File: config.mk
export PLATFORM = sky130hd
export DESIGN_NAME = decode_sequencer
export DESIGN_NICKNAME = d
export VERILOG_FILES = /design/src/rtl/decode_sequencer_pkg.sv /design/src/rtl/decode_sequencer_opcode_lut.sv /design/src/rtl/decode_sequencer.sv
export SDC_FILE = /design/constraint.sdc
export NUM_CORES = 1
export LEC_CHECK = 0
export ABC_AREA = 0
export BUFFER_PORTS_ARGS = -buffer_cell sky130_fd_sc_hd__buf_4
export CAP_MARGIN = 10
export CORE_MARGIN = 1.5
export CORE_UTILIZATION = 40
export CTS_CLUSTER_DIAMETER = 80
export DETAILED_ROUTE_END_ITERATION = 10
export MAX_ROUTING_LAYER = met4
export PLACE_DENSITY_LB_ADDON = 0.05
export SYNTH_ARGS = -nofsm -noshare
export SYNTH_HDL_FRONTEND = slang
export SYNTH_SLANG_ARGS = --single-unit
File: constraint.sdc
create_clock -name i_clk -period 2.37 [get_ports i_clk]
set_clock_uncertainty 0.15 [all_clocks]
set_input_delay 0.1185 -clock i_clk [delete_from_list [all_inputs] [get_ports i_clk]]
set_output_delay 0.1185 -clock i_clk [all_outputs]
set_load 0.03 [all_outputs]
File: src/rtl/decode_sequencer_pkg.sv
// Shared types for the decode sequencer: opcodes, FSM state encodings and the control strobe bundle.
package decoder_pkg;

    typedef enum logic [2:0] {
        OP_NOP  = 3'd0,
        OP_MOV  = 3'd1,
        OP_MAC  = 3'd2,
        OP_WAIT = 3'd3,
        OP_SETR = 3'd4,
        OP_LDSW = 3'd5
    } opcode_e;

    typedef logic [1:0] state_e;
    localparam state_e S_IDLE = 2'd0;
    localparam state_e S_WAIT = 2'd1;
    localparam state_e S_LOAD = 2'd2;

    typedef struct packed {
        logic f_add;
        logic f_wait;
        logic f_load;
        logic wr_res;
    } ctrl_t;

    function automatic ctrl_t mk_ctrl(input logic add, input logic wt, input logic ld, input logic wr);
        ctrl_t c;
        c.f_add  = add;
        c.f_wait = wt;
        c.f_load = ld;
        c.wr_res = wr;
        return c;
    endfunction

endpackage

File: src/rtl/decode_sequencer_opcode_lut.sv
// Combinational decode of one instruction into its first-cycle strobes and the number of extra
// cycles (and the state to spend them in) that a multi-cycle op needs.
module opcode_lut
    import decoder_pkg::*;
#(
    parameter int                OPCODE_WIDTH  = 3,
    parameter int                OPERAND_WIDTH = 8,
    parameter int                NUM_REGS      = 5,
    parameter logic [NUM_REGS-1:0] MAC_MASK    = 5'b00101,
    parameter int                LOAD_CYCLES   = 2,
    parameter int                CNT_W         = 8
) (
    input  logic [OPCODE_WIDTH-1:0]  i_opcode,
    input  logic [OPERAND_WIDTH-1:0] i_operand,
    output ctrl_t                    o_ctrl,
    output logic [NUM_REGS-1:0]      o_reg_en,
    output logic                     o_illegal,
    output logic [CNT_W-1:0]         o_hold,
    output state_e                   o_hold_state
);

    logic w_idx_ok;
    assign w_idx_ok = (32'(i_operand) < NUM_REGS);

    always_comb begin
        o_ctrl       = mk_ctrl(1'b0, 1'b0, 1'b0, 1'b0);
        o_reg_en     = '0;
        o_illegal    = 1'b0;
        o_hold       = '0;
        o_hold_state = S_IDLE;
        case (i_opcode)
            OPCODE_WIDTH'(OP_NOP): ;
            OPCODE_WIDTH'(OP_MOV): begin
                o_ctrl   = mk_ctrl(1'b1, 1'b0, 1'b0, 1'b1);
                o_reg_en = '1;
            end
            OPCODE_WIDTH'(OP_MAC): begin
                o_ctrl   = mk_ctrl(1'b0, 1'b0, 1'b0, 1'b1);
                o_reg_en = MAC_MASK;
            end
            OPCODE_WIDTH'(OP_WAIT): begin
                // WAIT 0 behaves as WAIT 1, so only counts above one need extra cycles
                o_ctrl       = mk_ctrl(1'b0, 1'b1, 1'b0, 1'b0);
                o_hold       = (i_operand == '0) ? '0 : CNT_W'(i_operand) - CNT_W'(1);
                o_hold_state = S_WAIT;
            end
            OPCODE_WIDTH'(OP_SETR): begin
                o_reg_en  = w_idx_ok ? (NUM_REGS'(1) << i_operand) : '0;
                o_illegal = !w_idx_ok;
            end
            OPCODE_WIDTH'(OP_LDSW): begin
                o_ctrl       = mk_ctrl(1'b1, 1'b0, 1'b1, LOAD_CYCLES == 1);
                o_reg_en     = '1;
                o_hold       = CNT_W'(LOAD_CYCLES - 1);
                o_hold_state = S_LOAD;
            end
            default: o_illegal = 1'b1;
        endcase
    end

endmodule

File: src/rtl/decode_sequencer.sv
// Instruction sequencer: accepts opcode/operand words over valid/ready and drives registered
// ALU control strobes, stretching WAIT and LDSW over several cycles with a down-counter.
module decode_sequencer
    import decoder_pkg::*;
#(
    parameter int                  OPCODE_WIDTH  = 3,
    parameter int                  OPERAND_WIDTH = 8,
    parameter int                  NUM_REGS      = 5,
    parameter logic [NUM_REGS-1:0] MAC_MASK      = 5'b00101,
    parameter int                  LOAD_CYCLES   = 2
) (
    input  logic                     i_clk,
    input  logic                     i_rst,
    input  logic                     i_in_valid,
    output logic                     o_in_ready,
    input  logic [OPCODE_WIDTH-1:0]  i_in_opcode,
    input  logic [OPERAND_WIDTH-1:0] i_in_operand,
    input  logic                     i_flush,
    output logic                     o_f_add,
    output logic                     o_f_wait,
    output logic                     o_f_load,
    output logic                     o_wr_res,
    output logic [NUM_REGS-1:0]      o_alu_reg_en,
    output logic                     o_illegal
);

    localparam int LC_W  = $clog2(LOAD_CYCLES) + 1;
    localparam int CNT_W = (OPERAND_WIDTH > LC_W) ? OPERAND_WIDTH : LC_W;

    state_e              r_state;
    logic [CNT_W-1:0]    r_cnt;
    ctrl_t               r_ctrl;
    logic [NUM_REGS-1:0] r_reg_en;
    logic                r_illegal;

    ctrl_t               w_ctrl;
    logic [NUM_REGS-1:0] w_reg_en;
    logic                w_illegal;
    logic [CNT_W-1:0]    w_hold;
    state_e              w_hold_state;
    logic                w_ready;
    logic                w_accept;
    logic                w_last;

    assign w_ready    = (r_state == S_IDLE) && !i_flush;
    assign w_accept   = i_in_valid && w_ready;
    assign w_last     = (r_cnt == CNT_W'(1));
    assign o_in_ready = w_ready;

    opcode_lut #(
        .OPCODE_WIDTH (OPCODE_WIDTH),
        .OPERAND_WIDTH(OPERAND_WIDTH),
        .NUM_REGS     (NUM_REGS),
        .MAC_MASK     (MAC_MASK),
        .LOAD_CYCLES  (LOAD_CYCLES),
        .CNT_W        (CNT_W)
    ) u_lut (
        .i_opcode    (i_in_opcode),
        .i_operand   (i_in_operand),
        .o_ctrl      (w_ctrl),
        .o_reg_en    (w_reg_en),
        .o_illegal   (w_illegal),
        .o_hold      (w_hold),
        .o_hold_state(w_hold_state)
    );

    // r_cnt counts output cycles still owed after the current one; the last one is spent in
    // S_IDLE so the following instruction can be accepted without a bubble.
    always_ff @(posedge i_clk or posedge i_rst) begin
        if (i_rst) begin
            r_state   <= S_IDLE;
            r_cnt     <= '0;
            r_ctrl    <= mk_ctrl(1'b0, 1'b0, 1'b0, 1'b0);
            r_reg_en  <= '0;
            r_illegal <= 1'b0;
        end else if (i_flush) begin
            r_state   <= S_IDLE;
            r_cnt     <= '0;
            r_ctrl    <= mk_ctrl(1'b0, 1'b0, 1'b0, 1'b0);
            r_reg_en  <= '0;
            r_illegal <= 1'b0;
        end else begin
            case (r_state)
                S_IDLE: begin
                    if (w_accept) begin
                        r_ctrl    <= w_ctrl;
                        r_reg_en  <= w_reg_en;
                        r_illegal <= w_illegal;
                        r_cnt     <= w_hold;
                        r_state   <= (w_hold != '0) ? w_hold_state : S_IDLE;
                    end else begin
                        r_ctrl    <= mk_ctrl(1'b0, 1'b0, 1'b0, 1'b0);
                        r_reg_en  <= '0;
                        r_illegal <= 1'b0;
                    end
                end
                S_WAIT: begin
                    r_ctrl    <= mk_ctrl(1'b0, 1'b1, 1'b0, 1'b0);
                    r_reg_en  <= '0;
                    r_illegal <= 1'b0;
                    r_cnt     <= r_cnt - CNT_W'(1);
                    r_state   <= w_last ? S_IDLE : S_WAIT;
                end
                S_LOAD: begin
                    r_ctrl    <= mk_ctrl(1'b1, 1'b0, 1'b1, w_last);
                    r_reg_en  <= '1;
                    r_illegal <= 1'b0;
                    r_cnt     <= r_cnt - CNT_W'(1);
                    r_state   <= w_last ? S_IDLE : S_LOAD;
                end
                default: begin
                    r_state   <= S_IDLE;
                    r_cnt     <= '0;
                    r_ctrl    <= mk_ctrl(1'b0, 1'b0, 1'b0, 1'b0);
                    r_reg_en  <= '0;
                    r_illegal <= 1'b0;
                end
            endcase
        end
    end

    assign o_f_add      = r_ctrl.f_add;
    assign o_f_wait     = r_ctrl.f_wait;
    assign o_f_load     = r_ctrl.f_load;
    assign o_wr_res     = r_ctrl.wr_res;
    assign o_alu_reg_en = r_reg_en;
    assign o_illegal    = r_illegal;

endmodule
==> results of run 1 <==
-- worst max-delay path: stages --
cell and delay [ns]:
dlygate4sd3_1 0.53, buf_4 0.16, inv_1 0.12, ha_1 0.21, or3b_4 0.41, o31a_1 0.26
nor4_1 0.31, a21oi_1 0.10
-- placed cells by master, fill, tap and decap left out, types with 2 or more instances in the layout --
| cell type | netlist | routed |
|---|---|---|
| xnor2_1 | 5 | 5 |
| o221ai_1 | 2 | 2 |
| a31oi_1 | 2 | 2 |
| nor3_1 | 8 | 8 |
| o31a_1 | 2 | 2 |
| dfrtp_1 | 20 | 20 |
| clkbuf_4 | 0 | 3 |
| nor2b_1 | 4 | 4 |
| nand2_1 | 9 | 9 |
| nor4_4 | 2 | 2 |
| inv_1 | 9 | 9 |
| nor2_1 | 14 | 14 |
| a211oi_1 | 2 | 2 |
| nor4_1 | 3 | 3 |
| nand4_1 | 3 | 3 |
| dlygate4sd3_1 | 0 | 7 |
| nor3b_1 | 2 | 2 |
| nand3_1 | 5 | 5 |
| o31ai_1 | 5 | 5 |
| a21oi_1 | 13 | 13 |
| buf_4 | 1 | 28 |
| o21ai_0 | 8 | 8 |
| nand3b_1 | 3 | 3 |
| ha_1 | 8 | 8 |
| o211ai_1 | 3 | 3 |
-- metal layers --
| metal | GRT usage | part of all wire | vias to the layer above |
|---|---|---|---|
| met5 | - | 0 | - |
| met4 | 0.0489 | 0.014 | 0 |
| met3 | 0.0214 | 0.060 | 7 |
| met1 | 0.260 | 0.45 | 650 |
| met2 | 0.330 | 0.47 | 47 |
| li1 | - | - | 660 |
-- where the power goes --
part           switching, mW  internal, mW  total (mW)
sequential            0.0118         0.354       0.365
combinational          0.110        0.0781       0.188
clock                  0.110        0.0938       0.204
-- per-stage QoR --
stage / instance area (um2) / setup WS, ns / utilization / power (mW)
2_1_floorplan: 1460 / 0.423 / - / 0.486
3_3_place_gp: 1670 / 0.311 / 0.488 / 0.548
3_5_place_dp: 1670 / 0.243 / 0.488 / 0.550
4_1_cts: 1770 / 0.162 / 0.519 / 0.761
5_1_grt: 1770 / 0.0385 / 0.519 / 0.799
6_report: 1770 / 0.184 / 0.519 / 0.758
-- area by class of cell --
cell class	count	area share
Timing Repair Buffer	35	0.158
Clock buffer	4	0.0205
Sequential cell	20	0.282
Tap cell	46	0.0325
Multi-Input combinational cell	124	0.488
Inverter	9	0.0191
-- sequential cells by signal, indices dropped and copies added, names as in the netlist --
name,cells
o_illegal,1
o_alu_reg_en,5
r_cnt,8
r_state,2
o_f_add,1
o_f_load,1
o_f_wait,1
o_wr_res,1
-- worst paths after layout --
check / from / endpoint / cells after the start
worst max-delay path: i_in_operand[0] / r_state[0] / 8
worst min-delay path: i_in_operand[3] / o_alu_reg_en[4] / 4
worst max register to register: r_state[1] / r_cnt[5] / 6
worst min register to register: r_cnt[5] / r_cnt[5] / 1
max in group asynchronous: i_rst / r_cnt[1] / 3
min in group asynchronous: i_rst / o_wr_res / 3
-- cells by family (layout without fill, tap and decap cells) --
group | Yosys count | after routing | share of synthesized area
simple gates | 65 | 65 | 0.276
buf+inv | 17 | 48 | 0.0667
xor+xnor | 6 | 6 | 0.0359
flops | 20 | 20 | 0.342
compound gates | 45 | 45 | 0.210
fa+ha+maj | 8 | 8 | 0.0684
==> results.toml, run 1 <==
[outcome]
status = "finished, final reports clean"

[clocking]
clk_pin_slew_ns = 0.12
cts_resized = 0
htree_levels = 1
worstSkewPairLatency_ns = 0.30
clockBufferDepth = 2
cts_made_buffers = 3
cts_root_buf = "clkbuf_4"
cts_setup_buffers = 0
cts_hold_buf = 7
cts_sinks = 20
tritoncts = "yes"

[floorplan]
dieArea_mm2 = 0.00403
core_mm2 = 0.00342
die_h_um = 63.5
start_util = 0.428
die_w_um = 63.5
pin_count = 26
fp-row-count = 21

[logic_synthesis]
yosysWarnings = 0
yosys.area.top_type = "dfrtp_1"
synth.distinct_cells = 46
syn_inst = 161
synth_edf_count = 0
synth.most_common_cell = "dfrtp_1"
synthTopCellsByArea = "dfrtp_1, ha_1, a21oi_1"
yosysSeqAreaShare = 0.342
synth_area_mm2 = 0.00146
ys_ff_latch = 20
async_reset_ff_frac = 1.00
syn_area_per_cell_um2 = 9.08
synthesis.nets = 184
ys.flop_type = "dfrtp_1"
synth.top_cell.area_share = 0.342
synth_commonest_cells = "dfrtp_1, nor2_1, a21oi_1"

[route]
wirelength_um = 3590
drt_iter0_markers = 57
drt_pass1_iterations = 4
ant_nets = 0
drt-wirelength-per-cell_um = 15.1
remaining_drc_errors = 0
routed_via_density = 5.73
vias = 1364

[global_routing]
grt_max_degree = 21
grt_pass1_wl_um = 6220
antenna_found_initial = 0
grtUsageTotal = 0.199
grt_pass1_vias = 1304
grt_remaining_overflow = 0

[critical_path]
required_ns = 2.41
r2r_slack_ns = 0.21
crit_arrival_ns = 2.23
crit_path_end_kind = "register"
path_max_fanout = 8
startpoint_type = "primary input"
critPathKind = "in2reg"

[timing]
holdWs_ns = 0.0344
min_period_over_period = 0.922
hold_violations = 0
final-max-slew-violation-count = 0
setup_viol = 0
finalSetupTns_ns = 0
rsz0062_at_grt = "false"
fmax_mhz = 457
tightest_slew_ns = 0.802
maxSlewHeadroom = 0.465
fin_crit_ns = 2.19

[place]
dp_hpwl_um = 2760
dp_cells = 227
portBuffers = 25
place.gp.congestion = 0.788

[finish]
final_cells = 238
multi_input_area_um2 = 865
register_area_um2 = 500
antennaDiodeCount = 0
final_nets = 216
area.growth.synth_to_final_pct = 21.2
drive_above_1_share = 0.208
fill_cells = 327

[hold_path]
hold_class = "in2reg"

[power_and_ir_drop]
p_leak_nw = 0.741
irDropWorstVdd_uv = 213
power_density_mw_per_mm2 = 427

[flow_run]
cap_violations = 0
Power figures use the tool's default switching activity.
==> inputs of run 2 (changes only) <==
--- a/config.mk
+++ b/config.mk
@@ -6,12 +6,12 @@
 export NUM_CORES = 1
 export LEC_CHECK = 0
 export ABC_AREA = 0
-export BUFFER_PORTS_ARGS = -buffer_cell sky130_fd_sc_hd__buf_4
 export CAP_MARGIN = 10
 export CORE_MARGIN = 1.5
 export CORE_UTILIZATION = 40
 export CTS_CLUSTER_DIAMETER = 80
 export DETAILED_ROUTE_END_ITERATION = 10
+export DONT_BUFFER_PORTS = 1
 export MAX_ROUTING_LAYER = met4
 export PLACE_DENSITY_LB_ADDON = 0.05
 export SYNTH_ARGS = -nofsm -noshare
==> results.toml, run 2 (synthesis gave the netlist of run 1 again) <==
[floorplan]
start_util = 0.428
die_h_um = 63.5
die_w_um = 63.5
dieArea_mm2 = 0.00403
core_mm2 = 0.00342
pin_count = 26
fp-row-count = 21

[finish]
post-route-util = 0.497
drive_above_1_share = 0.0955
fin_area_mm2 = 0.00170
fill_cells = 340
area.growth.synth_to_final_pct = 16.2
final_cell_mix = "dfrtp_1, dlygate4sd3_1, nor2_1"
largest_reg_flops = 8
mostFrequentLayoutCell = "dfrtp_1"
top_register = "r_cnt"
multi_input_area_um2 = 871
antennaDiodeCount = 0
register_area_um2 = 500
final_nets = 202

[route]
routed_via_density = 5.92
wirelength_um = 3730
remaining_drc_errors = 0
drt-wirelength-per-cell_um = 16.7
drt_iter0_markers = 64
vias = 1326
drt_pass1_iterations = 5
ant_nets = 0

[global_routing]
grtUsageTotal = 0.206
grt_pass1_vias = 1348
antenna_found_initial = 0
grt_max_degree = 21
grt_remaining_overflow = 0
grt_pass1_wl_um = 6470

[critical_path]
startpoint = "i_in_operand[0]"
required_ns = 2.41
slowest_stage = "dlygate4sd3_1"
critPathKind = "in2reg"
crit_arrival_ns = 2.26
crit_path_end_kind = "register"
rr_endpoint = "r_cnt[5]"
slowest_delay_ns = 0.65
crit-reg2reg-launch = "r_state[0]"
path_max_fanout = 7
startpoint_type = "primary input"
r2r_cells = 6
r2r_slack_ns = 0.18
crit_path_cell_trace = "dlygate4sd3_1 > inv_1 > ha_1 > or3b_4 > o31a_1 > nor4_2 > a21oi_1"

[timing]
maxSlewHeadroom = 0.463
rsz0062_at_grt = "false"
fin_crit_ns = 2.21
hold_violations = 0
fmax_mhz = 452
holdWs_ns = 0.0146
final-max-slew-violation-count = 0
tightest_slew_ns = 0.805
min_period_over_period = 0.934
finalSetupTns_ns = 0
setup_viol = 0

[clocking]
cts_setup_buffers = 0
cts_sinks = 20
cts_root_buf = "clkbuf_4"
cts_made_buffers = 3
htree_levels = 1
clk_pin_slew_ns = 0.11
clockBufferDepth = 2
worstSkewPairLatency_ns = 0.31
tritoncts = "yes"

[place]
place_area_mm2 = 0.00149
place.gp.congestion = 0.865
dp_hpwl_um = 2640
portBuffers = 0

[power_and_ir_drop]
irDropWorstVdd_uv = 195
p_comb_frac = 0.204
p_leak_nw = 0.667
intPower_uw = 513
clkPwrFrac = 0.283
p_sw_frac = 0.306
p_seq_frac = 0.513
p_sw_uw = 226
power_density_mw_per_mm2 = 435

[hold_path]
min_from = "i_in_opcode[2]"
min_to = "o_alu_reg_en[3]"
hold_depth = 3
hold_class = "in2reg"

[flow_run]
cap_violations = 0

[outcome]
status = "finished, final reports clean"
-- run 2: changes by cell type in the layout (fill, tap and decap cells not counted) --
cell / change
nor4_1: -1
dlygate4sd3_1: +10
buf_4: -24
nor4_2: +1
-- run 2: how the worst max path moves through the flow --
stage | endpoint | slack, ns | depth (start not counted)
2_1_floorplan | r_cnt[5] | 0.42 | 7
3_3_place_gp | r_cnt[5] | 0.31 | 6
3_5_place_dp | r_cnt[5] | 0.19 | 6
4_1_cts | r_state[0] | 0.09 | 7
5_1_grt | o_f_add | 0.01 | 6
6_report | r_state[0] | 0.16 | 7
-- run 2: layout make-up --
class | instances | area share
Multi-Input combinational cell | 124 | 0.513
Sequential cell | 20 | 0.295
Timing Repair Buffer | 21 | 0.118
Tap cell | 46 | 0.0339
Clock buffer | 4 | 0.0214
Inverter | 9 | 0.0199
-- run 2: routing by layer --
metal	global-route usage	part of all wire	up-vias
li1	-	-	637
met1	0.280	0.48	659
met2	0.333	0.49	26
met3	0.0232	0.028	4
met4	0.0435	0.0088	0
met5	-	0	-
-- run 2: critical path, delay by kind of cell --
| kind | cells | cell delay [ns] |
|---|---|---|
| buf+inv | 2 | 0.81 |
| simple gates | 2 | 0.73 |
| compound gates | 2 | 0.38 |
| fa+ha+maj | 1 | 0.22 |
-- run 2: power groups by stage --
stage,clock (mW),sequential (mW),combinational (mW)
floorplan,0,0.383,0.104
global placement,0,0.385,0.119
detailed placement,0,0.386,0.119
CTS,0.214,0.379,0.149
global route,0.225,0.381,0.166
finish,0.210,0.379,0.151
-- run 2: repair_timing --
item,4_1_cts,5_1_grt
setup endpoints to repair,0,1
hold buffers,17,0
gates resized for setup,0,1
endpoints found under the hold margin,38,0
-- run 2: stage by stage --
step	setup WS (ns)	cells	total power, mW
final	0.158	224	0.740
after CTS	0.0903	224	0.742
after global placement	0.314	203	0.505
after global routing	0.0103	224	0.773
after detailed placement	0.186	203	0.505
after floorplan	0.423	161	0.486
==> inputs of run 3 (changes only) <==
--- a/config.mk
+++ b/config.mk
@@ -12,6 +12,7 @@
 export CTS_CLUSTER_DIAMETER = 80
 export DETAILED_ROUTE_END_ITERATION = 10
 export DONT_BUFFER_PORTS = 1
+export HOLD_SLACK_MARGIN = 0.1
 export MAX_ROUTING_LAYER = met4
 export PLACE_DENSITY_LB_ADDON = 0.05
 export SYNTH_ARGS = -nofsm -noshare
==> results.toml, run 3 (synthesis gave the netlist of run 1 again) <==
[outcome]
status = "finished, final reports clean"

[timing]
finalSetupTns_ns = 0
maxSlewHeadroom = 0.462
fin_ws_ns = 0.146
rsz0062_at_grt = "false"
min_period_over_period = 0.938
hold_violations = 0
fmax_mhz = 450
fin_crit_ns = 2.22
tightest_slew_ns = 0.806
final-max-slew-violation-count = 0
setup_viol = 0

[route]
drt-wirelength-per-cell_um = 16.7
remaining_drc_errors = 0
drt_iter0_markers = 97
vias = 1305
wirelength_um = 3780
ant_nets = 0
drt_pass1_iterations = 4
routed_via_density = 5.75

[power_and_ir_drop]
p_leak_nw = 0.680
finalPower_uw = 743
irDropWorstVdd_uv = 209
power_density_mw_per_mm2 = 430

[global_routing]
grt_pass1_wl_um = 6490
grt_pass1_vias = 1339
grt_max_degree = 21
grt_remaining_overflow = 0
antenna_found_initial = 0
grtUsageTotal = 0.208

[finish]
final_nets = 205
antennaDiodeCount = 0
fin_area_mm2 = 0.00173
drive_above_1_share = 0.0939
post-route-util = 0.506
final_cell_mix = "dlygate4sd3_1, dfrtp_1, nor2_1"
top_register = "r_cnt"
area.growth.synth_to_final_pct = 18.2
largest_reg_flops = 8

[place]
portBuffers = 0
dp_slack_ns = 0.186
place_area_mm2 = 0.00149
place.gp.congestion = 0.865
dp_hpwl_um = 2640

[clocking]
htree_levels = 1
worstSkewPairLatency_ns = 0.31
cts_sinks = 20
cts_root_buf = "clkbuf_4"
cts_made_buffers = 3
cts_setup_buffers = 0
clockBufferDepth = 2
clk_pin_slew_ns = 0.12
tritoncts = "yes"

[floorplan]
core_mm2 = 0.00342
die_w_um = 63.5
fp-row-count = 21
start_util = 0.428
die_h_um = 63.5
pin_count = 26
dieArea_mm2 = 0.00403

[flow_run]
cap_violations = 0

[hold_path]
hold_class = "in2reg"

[critical_path]
critPathKind = "in2reg"
crit_arrival_ns = 2.26
startpoint_type = "primary input"
required_ns = 2.41
path_max_fanout = 7
crit_path_end_kind = "register"
-- run 3: area by class of cell --
cell class                 instances  area, um2
clock buffer                       4       36.3
fill                             329       1690
inverter                           9       33.8
multi-input combinational        124        871
sequential                        20        500
tap                               46       57.6
timing repair buffer              24        230
-- run 3: per-stage QoR --
stage,instances,hold slack (ns)
after floorplan,161,-0.0677
after global placement,203,0.0397
after detailed placement,203,0.0382
after CTS,227,0.102
after global routing,227,0.148
final,227,0.116
-- run 3: worst paths after layout --
kind | from | end | slack (ns) | depth (start not counted)
max | i_in_operand[0] | r_state[0] | 0.15 | 7
min | i_in_opcode[2] | r_cnt[6] | 0.12 | 4
min in group asynchronous | i_rst | r_cnt[6] | 0.24 | 2
max in group asynchronous | i_rst | o_illegal | 1.33 | 2
max reg2reg | r_state[0] | r_cnt[5] | 0.16 | 6
min reg2reg | r_cnt[5] | r_cnt[5] | 0.41 | 1
-- run 3: power breakdown --
part           internal, mW  total [mW]  leakage, nW  switching [mW]
registers             0.354       0.379        0.276          0.0257
logic                0.0676       0.158        0.383          0.0908
clock network        0.0938       0.206       0.0210           0.112
total                 0.515       0.743        0.680           0.228
-- run 3: worst max-delay path: stages --
cell,delay [ns]
dlygate4sd3_1,0.65
inv_1,0.16
ha_1,0.22
or3b_4,0.41
o31a_1,0.28
nor4_2,0.32
a21oi_1,0.10
-- run 3: layer usage --
metal / vias up / track usage / part of all wire
met2: 26 / 0.324 / 0.48
met4: 0 / 0.0516 / 0.0087
met5: - / - / 0
li1: 639 / - / -
met3: 4 / 0.0250 / 0.037
met1: 636 / 0.290 / 0.47
-- run 3: timing repair --
action / in CTS / in global routing
setup endpoints to repair: 0 / 1
hold buffers: 20 / 0
hold endpoints to repair: 40 / 0
resized for setup: 0 / 1
